**config.mk**
```make
export PLATFORM = sky130hd
export DESIGN_NAME = traffic_phase_ctrl
export DESIGN_NICKNAME = d
export VERILOG_FILES = /design/src/rtl/tlc_pkg.sv /design/src/rtl/tlc_ped_latch.sv /design/src/rtl/traffic_phase_ctrl.sv
export SDC_FILE = /design/constraint.sdc
export NUM_CORES = 1
export LEC_CHECK = 0
export ABC_AREA = 1
export CAP_MARGIN = 5
export CORE_AREA = 3 3 40 42
export CTS_CLUSTER_DIAMETER = 100
export DETAILED_ROUTE_END_ITERATION = 7
export DIE_AREA = 0 0 43 45
export PLACE_DENSITY = 0.65
export RECOVER_POWER = 25
export SLEW_MARGIN = 10
export SYNTH_ARGS = -nofsm -noshare
export SYNTH_HDL_FRONTEND = slang
export SYNTH_HIERARCHICAL = 1
export SYNTH_SLANG_ARGS = --single-unit
```
**constraint.sdc**
```tcl
create_clock -name clk -period 1.7 [get_ports clk]
set_input_delay 0.34 -clock clk [delete_from_list [all_inputs] [get_ports clk]]
set_output_delay 0.34 -clock clk [all_outputs]
set_load 0.01 [all_outputs]
```
**src/rtl/tlc_pkg.sv**
```systemverilog
// -----------------------------------------------------------------------------
// tlc_pkg
// Shared definitions for the traffic phase controller:
//   - tlc_state_t : phase encoding of the controller FSM
//   - tlc_dir_t   : which green a pedestrian walk phase returns to
//   - LAMP_*      : one-hot lamp encodings {red,yellow,green}
//   - T_*_DEF     : default dwell presets loaded into the external countdown
// Build option: TLC_PED_EN adds the ST_PED_WALK phase to the state enum.
// -----------------------------------------------------------------------------
package tlc_pkg;

    localparam int unsigned PRESET_W = 7;

    localparam logic [2:0] LAMP_RED    = 3'b100;
    localparam logic [2:0] LAMP_YELLOW = 3'b010;
    localparam logic [2:0] LAMP_GREEN  = 3'b001;

    localparam logic [PRESET_W-1:0] T_GREEN_DEF  = 7'd30;
    localparam logic [PRESET_W-1:0] T_YELLOW_DEF = 7'd4;
    localparam logic [PRESET_W-1:0] T_ALLRED_DEF = 7'd2;
    localparam logic [PRESET_W-1:0] T_WALK_DEF   = 7'd10;

    typedef enum logic [2:0] {
        ST_ALL_RED_A = 3'd0,
        ST_NS_GREEN  = 3'd1,
        ST_NS_YELLOW = 3'd2,
        ST_ALL_RED_B = 3'd3,
        ST_EW_GREEN  = 3'd4,
`ifdef TLC_PED_EN
        ST_EW_YELLOW = 3'd5,
        ST_PED_WALK  = 3'd6
`else
        ST_EW_YELLOW = 3'd5
`endif
    } tlc_state_t;

    typedef enum logic {
        DIR_NS = 1'b0,
        DIR_EW = 1'b1
    } tlc_dir_t;

    // Both clearance phases behave identically apart from their successor.
    function automatic logic is_all_red(input tlc_state_t s);
        return (s == ST_ALL_RED_A) || (s == ST_ALL_RED_B);
    endfunction

endpackage

```
**src/rtl/tlc_ped_latch.sv**
```systemverilog
// -----------------------------------------------------------------------------
// tlc_ped_latch
// Set-dominant pedestrian request latch. A request arriving in the same cycle
// the controller consumes the previous one survives, so it is served at the
// following all-red phase.
// Ports:
//   clk       : clock, rising edge
//   rst_n     : asynchronous active-low reset (clears the latch)
//   i_set     : request level, sets the latch
//   i_clr     : consume pulse from the controller
//   o_pending : latched request
// -----------------------------------------------------------------------------
module tlc_ped_latch (
    input  logic clk,
    input  logic rst_n,
    input  logic i_set,
    input  logic i_clr,
    output logic o_pending
);

    logic r_pending;

    always_ff @(posedge clk or negedge rst_n) begin
        if (!rst_n) begin
            r_pending <= 1'b0;
        end else begin
            r_pending <= i_set | (r_pending & ~i_clr);
        end
    end

    assign o_pending = r_pending;

endmodule

```
**src/rtl/traffic_phase_ctrl.sv**
```systemverilog
// -----------------------------------------------------------------------------
// traffic_phase_ctrl
// Two-way intersection phase sequencer driving an external countdown timer.
// Cycle: ALL_RED_A -> NS_GREEN -> NS_YELLOW -> ALL_RED_B -> EW_GREEN ->
//        EW_YELLOW -> ALL_RED_A. With TLC_PED_EN defined, a latched
//        pedestrian request diverts an all-red exit into PED_WALK, which then
//        resumes at the green that would otherwise have followed.
// Build option: TLC_PED_EN (undefined: ped_req ignored, walk tied low).
// Ports:
//   clk          : clock, rising edge
//   rst_n        : asynchronous active-low reset
//   timer_active : external countdown nonzero
//   ped_req      : level pedestrian request
//   timer_start  : one-cycle pulse loading the countdown with timer_preset
//   timer_preset : dwell preset of the phase just entered (held between pulses)
//   ns_light     : north-south lamps {red,yellow,green}
//   ew_light     : east-west lamps {red,yellow,green}
//   walk         : pedestrian walk lamp
// -----------------------------------------------------------------------------
module traffic_phase_ctrl
    import tlc_pkg::*;
#(
    parameter logic [6:0] T_GREEN  = T_GREEN_DEF,
    parameter logic [6:0] T_YELLOW = T_YELLOW_DEF,
    parameter logic [6:0] T_ALLRED = T_ALLRED_DEF,
    parameter logic [6:0] T_WALK   = T_WALK_DEF
) (
    input  logic       clk,
    input  logic       rst_n,
    input  logic       timer_active,
    input  logic       ped_req,
    output logic       timer_start,
    output logic [6:0] timer_preset,
    output logic [2:0] ns_light,
    output logic [2:0] ew_light,
    output logic       walk
);

    tlc_state_t r_state;
    tlc_state_t w_next;
    logic       r_timer_start;
    logic [6:0] r_timer_preset;
    logic       w_advance;
    logic       w_ped_set;
    logic       w_ped_clr;
    logic       w_ped_pending;

    function automatic logic [6:0] preset_of(input tlc_state_t s);
        case (s)
            ST_NS_GREEN, ST_EW_GREEN:   return T_GREEN;
            ST_NS_YELLOW, ST_EW_YELLOW: return T_YELLOW;
`ifdef TLC_PED_EN
            ST_PED_WALK:                return T_WALK;
`endif
            default:                    return T_ALLRED;
        endcase
    endfunction

    // The countdown has not yet seen the load while timer_start is high, so
    // timer_active is only trusted in cycles after the pulse.
    assign w_advance = !r_timer_start && !timer_active;

`ifdef TLC_PED_EN
    tlc_dir_t r_pend_dir;
    logic     w_take_walk;

    always_comb begin
        w_next      = ST_ALL_RED_A;
        w_take_walk = 1'b0;
        case (r_state)
            ST_ALL_RED_A: begin
                w_next = ST_NS_GREEN;
                if (w_ped_pending) begin
                    w_next      = ST_PED_WALK;
                    w_take_walk = 1'b1;
                end
            end
            ST_NS_GREEN:  w_next = ST_NS_YELLOW;
            ST_NS_YELLOW: w_next = ST_ALL_RED_B;
            ST_ALL_RED_B: begin
                w_next = ST_EW_GREEN;
                if (w_ped_pending) begin
                    w_next      = ST_PED_WALK;
                    w_take_walk = 1'b1;
                end
            end
            ST_EW_GREEN:  w_next = ST_EW_YELLOW;
            ST_EW_YELLOW: w_next = ST_ALL_RED_A;
            ST_PED_WALK:  w_next = (r_pend_dir == DIR_EW) ? ST_EW_GREEN : ST_NS_GREEN;
            default:      w_next = ST_ALL_RED_A;
        endcase
    end

    assign w_ped_set = ped_req;
    assign w_ped_clr = w_advance & w_take_walk & is_all_red(r_state);
`else
    always_comb begin
        w_next = ST_ALL_RED_A;
        case (r_state)
            ST_ALL_RED_A: w_next = ST_NS_GREEN;
            ST_NS_GREEN:  w_next = ST_NS_YELLOW;
            ST_NS_YELLOW: w_next = ST_ALL_RED_B;
            ST_ALL_RED_B: w_next = ST_EW_GREEN;
            ST_EW_GREEN:  w_next = ST_EW_YELLOW;
            ST_EW_YELLOW: w_next = ST_ALL_RED_A;
            default:      w_next = ST_ALL_RED_A;
        endcase
    end

    // Latch is held idle; the request input and walk preset have no effect.
    logic w_unused_ped;
    assign w_ped_set    = 1'b0;
    assign w_ped_clr    = 1'b0;
    assign w_unused_ped = ped_req | w_ped_pending | (|T_WALK);
`endif

    tlc_ped_latch u_ped_latch (
        .clk       (clk),
        .rst_n     (rst_n),
        .i_set     (w_ped_set),
        .i_clr     (w_ped_clr),
        .o_pending (w_ped_pending)
    );

    always_ff @(posedge clk or negedge rst_n) begin
        if (!rst_n) begin
            r_state        <= ST_ALL_RED_A;
            r_timer_start  <= 1'b0;
            r_timer_preset <= '0;
`ifdef TLC_PED_EN
            r_pend_dir     <= DIR_NS;
`endif
        end else begin
            r_timer_start <= 1'b0;
            if (w_advance) begin
                r_state        <= w_next;
                r_timer_start  <= 1'b1;
                r_timer_preset <= preset_of(w_next);
`ifdef TLC_PED_EN
                // Remember which green the walk interrupted.
                if (w_take_walk) begin
                    r_pend_dir <= (r_state == ST_ALL_RED_B) ? DIR_EW : DIR_NS;
                end
`endif
            end
        end
    end

    // Lamps decode only from the state register; every non-driving phase,
    // including the walk, shows red on both approaches.
    always_comb begin
        ns_light = LAMP_RED;
        ew_light = LAMP_RED;
        case (r_state)
            ST_NS_GREEN:  ns_light = LAMP_GREEN;
            ST_NS_YELLOW: ns_light = LAMP_YELLOW;
            ST_EW_GREEN:  ew_light = LAMP_GREEN;
            ST_EW_YELLOW: ew_light = LAMP_YELLOW;
            default: begin
                ns_light = LAMP_RED;
                ew_light = LAMP_RED;
            end
        endcase
    end

`ifdef TLC_PED_EN
    assign walk = (r_state == ST_PED_WALK);
`else
    assign walk = 1'b0;
`endif

    assign timer_start  = r_timer_start;
    assign timer_preset = r_timer_preset;

endmodule

```
Yosys cells after proc, flatten, opt, wreduce, memory -nomap -nowiden

Index checks and enable logic that the tools add are counted.

Equal/unequal tests: 9
Multiplexer cells: 5
Reductions and logical operators: 6

Operators with widths:

| kind                 | number |
|---|---|
| $pmux W3 S5          | 1 |
| $eq A3 B3 Y1 const B | 4 |
| $pmux W3 S2          | 2 |
| $pmux W5 S2          | 1 |
| $eq A3 B2 Y1 const B | 3 |
| $eq A3 B1 Y1 const B | 2 |
| $reduce_or A2 Y1     | 2 |
| $logic_not A3 Y1     | 1 |
| $logic_not A1 Y1     | 2 |
| $logic_and A1 B1 Y1  | 1 |
| $mux W1              | 1 |

Flip-flop bits (word level): 11
Bits of input ports: 4
Output and inout port bits: 15
Logic and storage cells: 23

Longest topological paths before layout

Word-level depth: 5
Mapped depth: 6
Gate-level depth less buffers: 6

Worst setup path after synthesis

OpenSTA, ideal clock, no wires.

Path type: reg-to-output
Start: reg r_state[1]
End: out ew_light[2]
Arrival time: 751 ps
Required time: 1360 ps
Slack: 609 ps
Cell stages (with the launch flop): 5
Buffers on the path: 0
Path through: dfrtp_1 inv_2 nand2_1 a21oi_1 inv_1

Cells in the longest elaborated chain, start to end: 2
Elaborated cells between the ends (all ways): 3
Classes of those cells: eq/ne: 2; mux: 1

RTL lines:

| item                   | RTL line                  | RTL |
|---|---|---|
| start, declared        | traffic_phase_ctrl.sv:39  | `tlc_state_t r_state;` |
| start signal, assigned | traffic_phase_ctrl.sv:136 | `r_state <= w_next;` |
| $eq A3 B3 Y1           | traffic_phase_ctrl.sv:154 | `case (r_state)` |
| $pmux W3 S2 *          | traffic_phase_ctrl.sv:154 |  |
| end, declared          | traffic_phase_ctrl.sv:35  | `output logic [2:0] ew_light,` |

Every way passes the cells marked *; elsewhere a longest branch is shown, timed or not.

Final worst setup path

Start: reg r_state[0]
End: out ew_light[0]

Same word-level chain as after synthesis.

==> metrics.csv <==
stage;metric;value;unit
floorplanning;die_h;45;um
synth;synth_top_cell_by_area;dfrtp_1;
cts;htree_num_levels;1;
setup_path;reg2reg_from;r_state[0]$_DFFE_PN0P_;
worst_hold_path;hp-class;in -> async;
cts;clock_path_buffers;2;
setup_path;crit_path_start_kind;flip-flop;
synth;synth_top_cell_area_share;44.87;%
cells_and_area;syn_to_final_growth;46.15;%
cells_and_area;nFillCells;135;
synth;synth_cell_types;11;
route;drt_iter0_drc;6;
route;num_vias;376;
power;ir_worst_vdd;633.6;uV
synth;synth-seq-cells;7;
sta;setup_viol_count_final;0;
sta;finalSetupTns;0;ns
setup_path;crit_fanout;4;
cells_and_area;stdcell_area;570.5;sq um
route;avgRoutedWirePerCell;9.430;um
setup_path;r2r_cells;5;
outcome;run_status;completed;
route;firstDrtPassIters;4;
setup_path;cp_cell_sequence;buf_4, inv_4, nand2_2, nor2_1, clkdlybuf4s15_1;
power;seq_power_share;28.1;%
cts;clk_latency;0.26;ns
sta;hold-worst-slack;0.4009;ns
synth;avgSynthCellArea;7.507;sq um
power;power_density;1769;nW/um^2
setup_path;cp_data_required_time;1.36;ns
cts;cts-root-buf;clkbuf_4;
route;postRouteAntennaNets;0;
global_route;grt_pass1_wl;1.317;mm
global_route;grt_max_degree;10;
synth;syn-cell-area;390.4;sq um
cts;cts_tree;done;
setup_path;arrival;1.28;ns
setup_path;cp-end-kind;primary output;
cts;cts_hold_buf;0;
floorplanning;die_area;1935;sq um
power;switchingPower;414.0;uW
power;share_comb_of_total_power;56.2;%
setup_path;max_stage_delay;0.43;ns
synth;yosys_warnings;6;
sta;period_share;95.27;%
cells_and_area;nets;76;
power;total_leakage_power;0.0003111;uW
power;pwr-share-clk;15.7;%
floorplanning;initial_core_util;30.38;%
global_route;first_global_vias;339;
synth;synth_area_leaders;dfrtp_1 (45%), nand2_1 (13%), buf_4 (9.6%);
floorplanning;fp.dieW;43;um
floorplanning;num_rows;13;
power;swShare;41.02;%
route;post-route-drc-count;0;
synth;synth_cells;52;
placement;routabilityCongestion;0.7518;
synth;synth-seq-area-share;44.87;%
power;p_int;595.2;uW
sta;finClkSkew;0.0001184;ns
cts;clkSlewWorstSetupHoldPaths;0.06;ns
floorplanning;core-area;1285;sq um
placement;hpwl;620.5;um
cells_and_area;diodes;0;
sta;clock.fmax;0.6174;GHz
job;drv_cap;0;
setup_path;r2r_slack;0.71;ns
global_route;gr-total-overflow;0;
cts;numCtsBuffers;3;
setup_path;worstSetupPathType;reg -> out;
global_route;grt_antenna_before_repair;0;
sta;period_needed;1.620;ns
floorplanning;io_pins;19;
setup_path;reg2reg_to;timer_preset[1]$_DFFE_PN0P_;
cells_and_area;final_util;44.40;%
sta;drv_slew;0;
global_route;track_usage;9.899;%
cts;cts.sinks;7;
cells_and_area;drive_gt1_share;23.94;%
setup_path;crit_path_top_delay_cell;dfrtp_2;
sta;rsz0062_at_grt;false;
route;post_drt_via_cell_ratio;4.372;
placement;numPortBuffers;13;
sta;final_hold_viol_count;0;
route;routed_wl;811;um
placement;placed_area;520.5;sq um
-- cells in the final DEF (no fill, tap or decap) --
cell / n
dlygate4sd3_1: 1
a21oi_1: 3
buf_4: 4
dfrtp_1: 6
nand2_1: 13
nand3_1: 4
nand2_2: 1
inv_4: 1
a21oi_2: 1
nor2_8: 1
clkbuf_4: 3
inv_2: 3
o21ai_0: 1
nor2_1: 7
dlygate4sd2_1: 4
conb_1: 4
clkdlybuf4s15_1: 1
buf_2: 1
clkinv_2: 1
clkdlybuf4s50_1: 6
dfrtp_2: 1
inv_1: 4
-- synthesized netlist by cell type --
cell type	n
nand2_1	14
dfrtp_1	7
nor2_1	7
buf_4	5
inv_1	5
a21oi_1	4
nand3_1	4
inv_2	3
conb_1	1
nor2_8	1
o21ai_0	1
-- final cells by class --
class	count	area [sq um]	share of cell area (%)
clock buffers	3	22.52	3.947
clock inverters	1	5.005	0.8772
flip-flops and latches	7	176.4	30.92
multi-input cells	35	165.2	28.95
well taps	15	18.77	3.289
inverters	8	32.53	5.702
repair buffers	17	150.1	26.32
-- flip-flops by register name, summed over array words and instances (netlist names) --
| register | cells |
|---|---|
| timer_start | 1 |
| timer_preset | 3 |
| r_state | 3 |
-- repair_timing --
item | 4_1_cts | 5_1_grt
gates resized for setup | 9 | 6
pin swaps | 0 | 1
setup buffers | 3 | 0
setup endpoints to repair | 6 | 3
gates cloned | 0 | 0
hold endpoints to repair | 0 | 0
-- cell families (layout without fill, tap and decap cells) --
kind of cell	after synthesis	count (layout)	synth area share [%]
buffers and inverters	13	29	17.31
DFF	7	7	44.87
AOI/OAI and AO/OA	5	5	6.409
and+or+nand+nor	26	26	30.45
other	1	4	0.9606
-- stage by stage --
| stage | total power (uW) | worst slack [ns] | std cells |
|---|---|---|---|
| after floorplan | 562.0 | 0.6092 | 55 |
| after global placement | 815.5 | 0.1160 | 79 |
| after detailed placement | 824.9 | 0.1143 | 79 |
| after CTS | 1000 | 0.007801 | 86 |
| after global routing | 1099 | 0.003029 | 86 |
| final | 1009 | 0.08036 | 86 |
-- routing by layer --
metal	part of all wire, %	GRT usage, %	wire, um
met5	0	0	0
met4	2.5	8.434	20
met3	8.9	5.976	72
met2	50	14.37	404
met1	39	10.10	313
-- power groups by stage --
stage                     combinational [uW]  sequential, uW  clock (uW)
final                                    568             284         158
after global routing                     627             292         180
after floorplan                          253             309           0
after CTS                                555             281         165
after detailed placement                 530             294           0
after global placement                   523             293           0
-- worst max-delay path by stage --
stage,from,to,slack [ns],cells past startpoint
2_1_floorplan,r_state[1]$_DFFE_PN0P_,ew_light[2],0.61,4
3_3_place_gp,r_state[0]$_DFFE_PN0P_,ew_light[2],0.12,5
3_5_place_dp,r_state[0]$_DFFE_PN0P_,ew_light[2],0.11,5
4_1_cts,r_state[0]$_DFFE_PN0P_,ew_light[2],0.008,6
5_1_grt,r_state[1]$_DFFE_PN0P_,ns_light[2],0.003,6
6_report,r_state[0]$_DFFE_PN0P_,ew_light[0],0.08,5
-- worst max-delay path: cells and delay by family, from the launching register on --
| family | cells | cell delay, ns |
|---|---|---|
| AND/OR/NAND/NOR | 2 | 0.14 |
| buffers and inverters | 3 | 0.45 |
| flip-flops | 1 | 0.43 |
No activity file was read; power rests on OpenSTA's default activity.
==> variant (same flow settings) <==
Add an input register stage for `timer_active`; this delays it by one clock. The other inputs are not delayed to match. Comments in the files are not updated.
--- a/src/rtl/traffic_phase_ctrl.sv
+++ b/src/rtl/traffic_phase_ctrl.sv
@@ -36,6 +36,12 @@
     output logic       walk
 );
 
+    logic timer_active_q;
+
+    always_ff @(posedge clk) begin
+        timer_active_q <= timer_active;
+    end
+
     tlc_state_t r_state;
     tlc_state_t w_next;
     logic       r_timer_start;
@@ -58,7 +64,7 @@
 
     // The countdown has not yet seen the load while timer_start is high, so
     // timer_active is only trusted in cycles after the pulse.
-    assign w_advance = !r_timer_start && !timer_active;
+    assign w_advance = !r_timer_start && !timer_active_q;
 
 `ifdef TLC_PED_EN
     tlc_dir_t r_pend_dir;
Formal check against the unedited RTL: not equivalent (Yosys sat finds a counterexample within 4 cycles, from zero or initial values and one cycle with rst_n low).
==> variant against the unedited design <==
Total power increased by 0.25%. Clock skew up 0.0093 ns. Routed wire length fell by 5.3%. Cell area rose by 3.1%. Sequential cell count increased by 1. Utilization increased by 1.4 points. Setup slack worse by 0.0060 ns. Area after synthesis rose by 9.0%. Maximum frequency down 0.37%. Critical path depth is the same.
==> variant: results (changes against the unedited design) <==
Run status
  • Status: finished clean

Place
  • Dpl cell area: 556 µm² (+6.7%)
  • DP Worst Slack: 0.117 ns (+0.00321 ns)
  • Gpl congestion: 0.767 (+2.0%)
  • Dpl cells: 84 (+6.3%)
  • Dpl hpwl: 617 µm (-0.60%)

Yosys
  • Async SR Flop Fraction: 0.875 (-0.125)
  • Netlist cell types: 12 (+1)
  • Synth area leaders: dfrtp_1 (41%), nand2_1 (15%), buf_4 (8.8%)
  • Syn_area_per_cell: 7.46 µm² (-0.58%)
  • Synth Area in Compound Gates: 0.0706 (+0.00649)

Global route
  • Largest net degree at the start of global routing: 9 (-1)
  • Vias in the first global route: 335 (-1.2%)
  • Gr usage total: 0.0899 (-0.00908)

Layout
  • Final Non-Filler Cells: 90 (+4.7%)
  • Final Net Count: 80 (+5.3%)
  • Layout cell share with drive strength beyond 1: 0.160 (-0.0794)
  • Fill count: 133 (-1.5%)

Worst setup path
  • CP endpoint: ns_light[2]

Drt
  • WL final: 768 µm (-5.3%)
  • Vias: 368 (-2.1%)
  • 1st-iter DRT viols: 3 (-3)

STA
  • Max frequency: 615 MHz (-0.37%)
  • Final Skew: 0.00945 ns (+0.00934 ns)

Pwr
  • Max VDD drop: 0.000600 V (-5.4%)
-- variant: report_power, final --
group          internal, mW  switching [mW]  total, mW  leakage (nW)
Clock                0.0902          0.0705      0.161        0.0150
Sequential            0.259          0.0520      0.311        0.0924
Combinational         0.260           0.280      0.540         0.223
-- variant: repair_timing --
action / 4_1_cts / 5_1_grt
setup buffers: 2 / 0
hold buffers: 0 / 0
pin swaps: 0 / 0
setup endpoints to repair: 6 / 2
gates resized for setup: 9 / 2
-- variant: cell type report --
class	instances	area, µm²	share of cell area
Clock buffer	4	26.3	0.0447
Inverter	10	37.5	0.0638
Multi-Input combinational cell	37	166	0.283
Sequential cell	8	196	0.334
Tap cell	15	18.8	0.0319
Timing Repair Buffer	16	143	0.243
-- variant: per-layer routing --
| layer | GRT usage | up-vias | wire length (µm) |
|---|---|---|---|
| met2 | 0.162 | 6 | 406 |
| met1 | 0.101 | 165 | 327 |
| met5 | 0 | - | 0 |
| met3 | 0.0239 | 0 | 34 |
| met4 | 0.0361 | 0 | 0 |
| li1 | - | 197 | - |
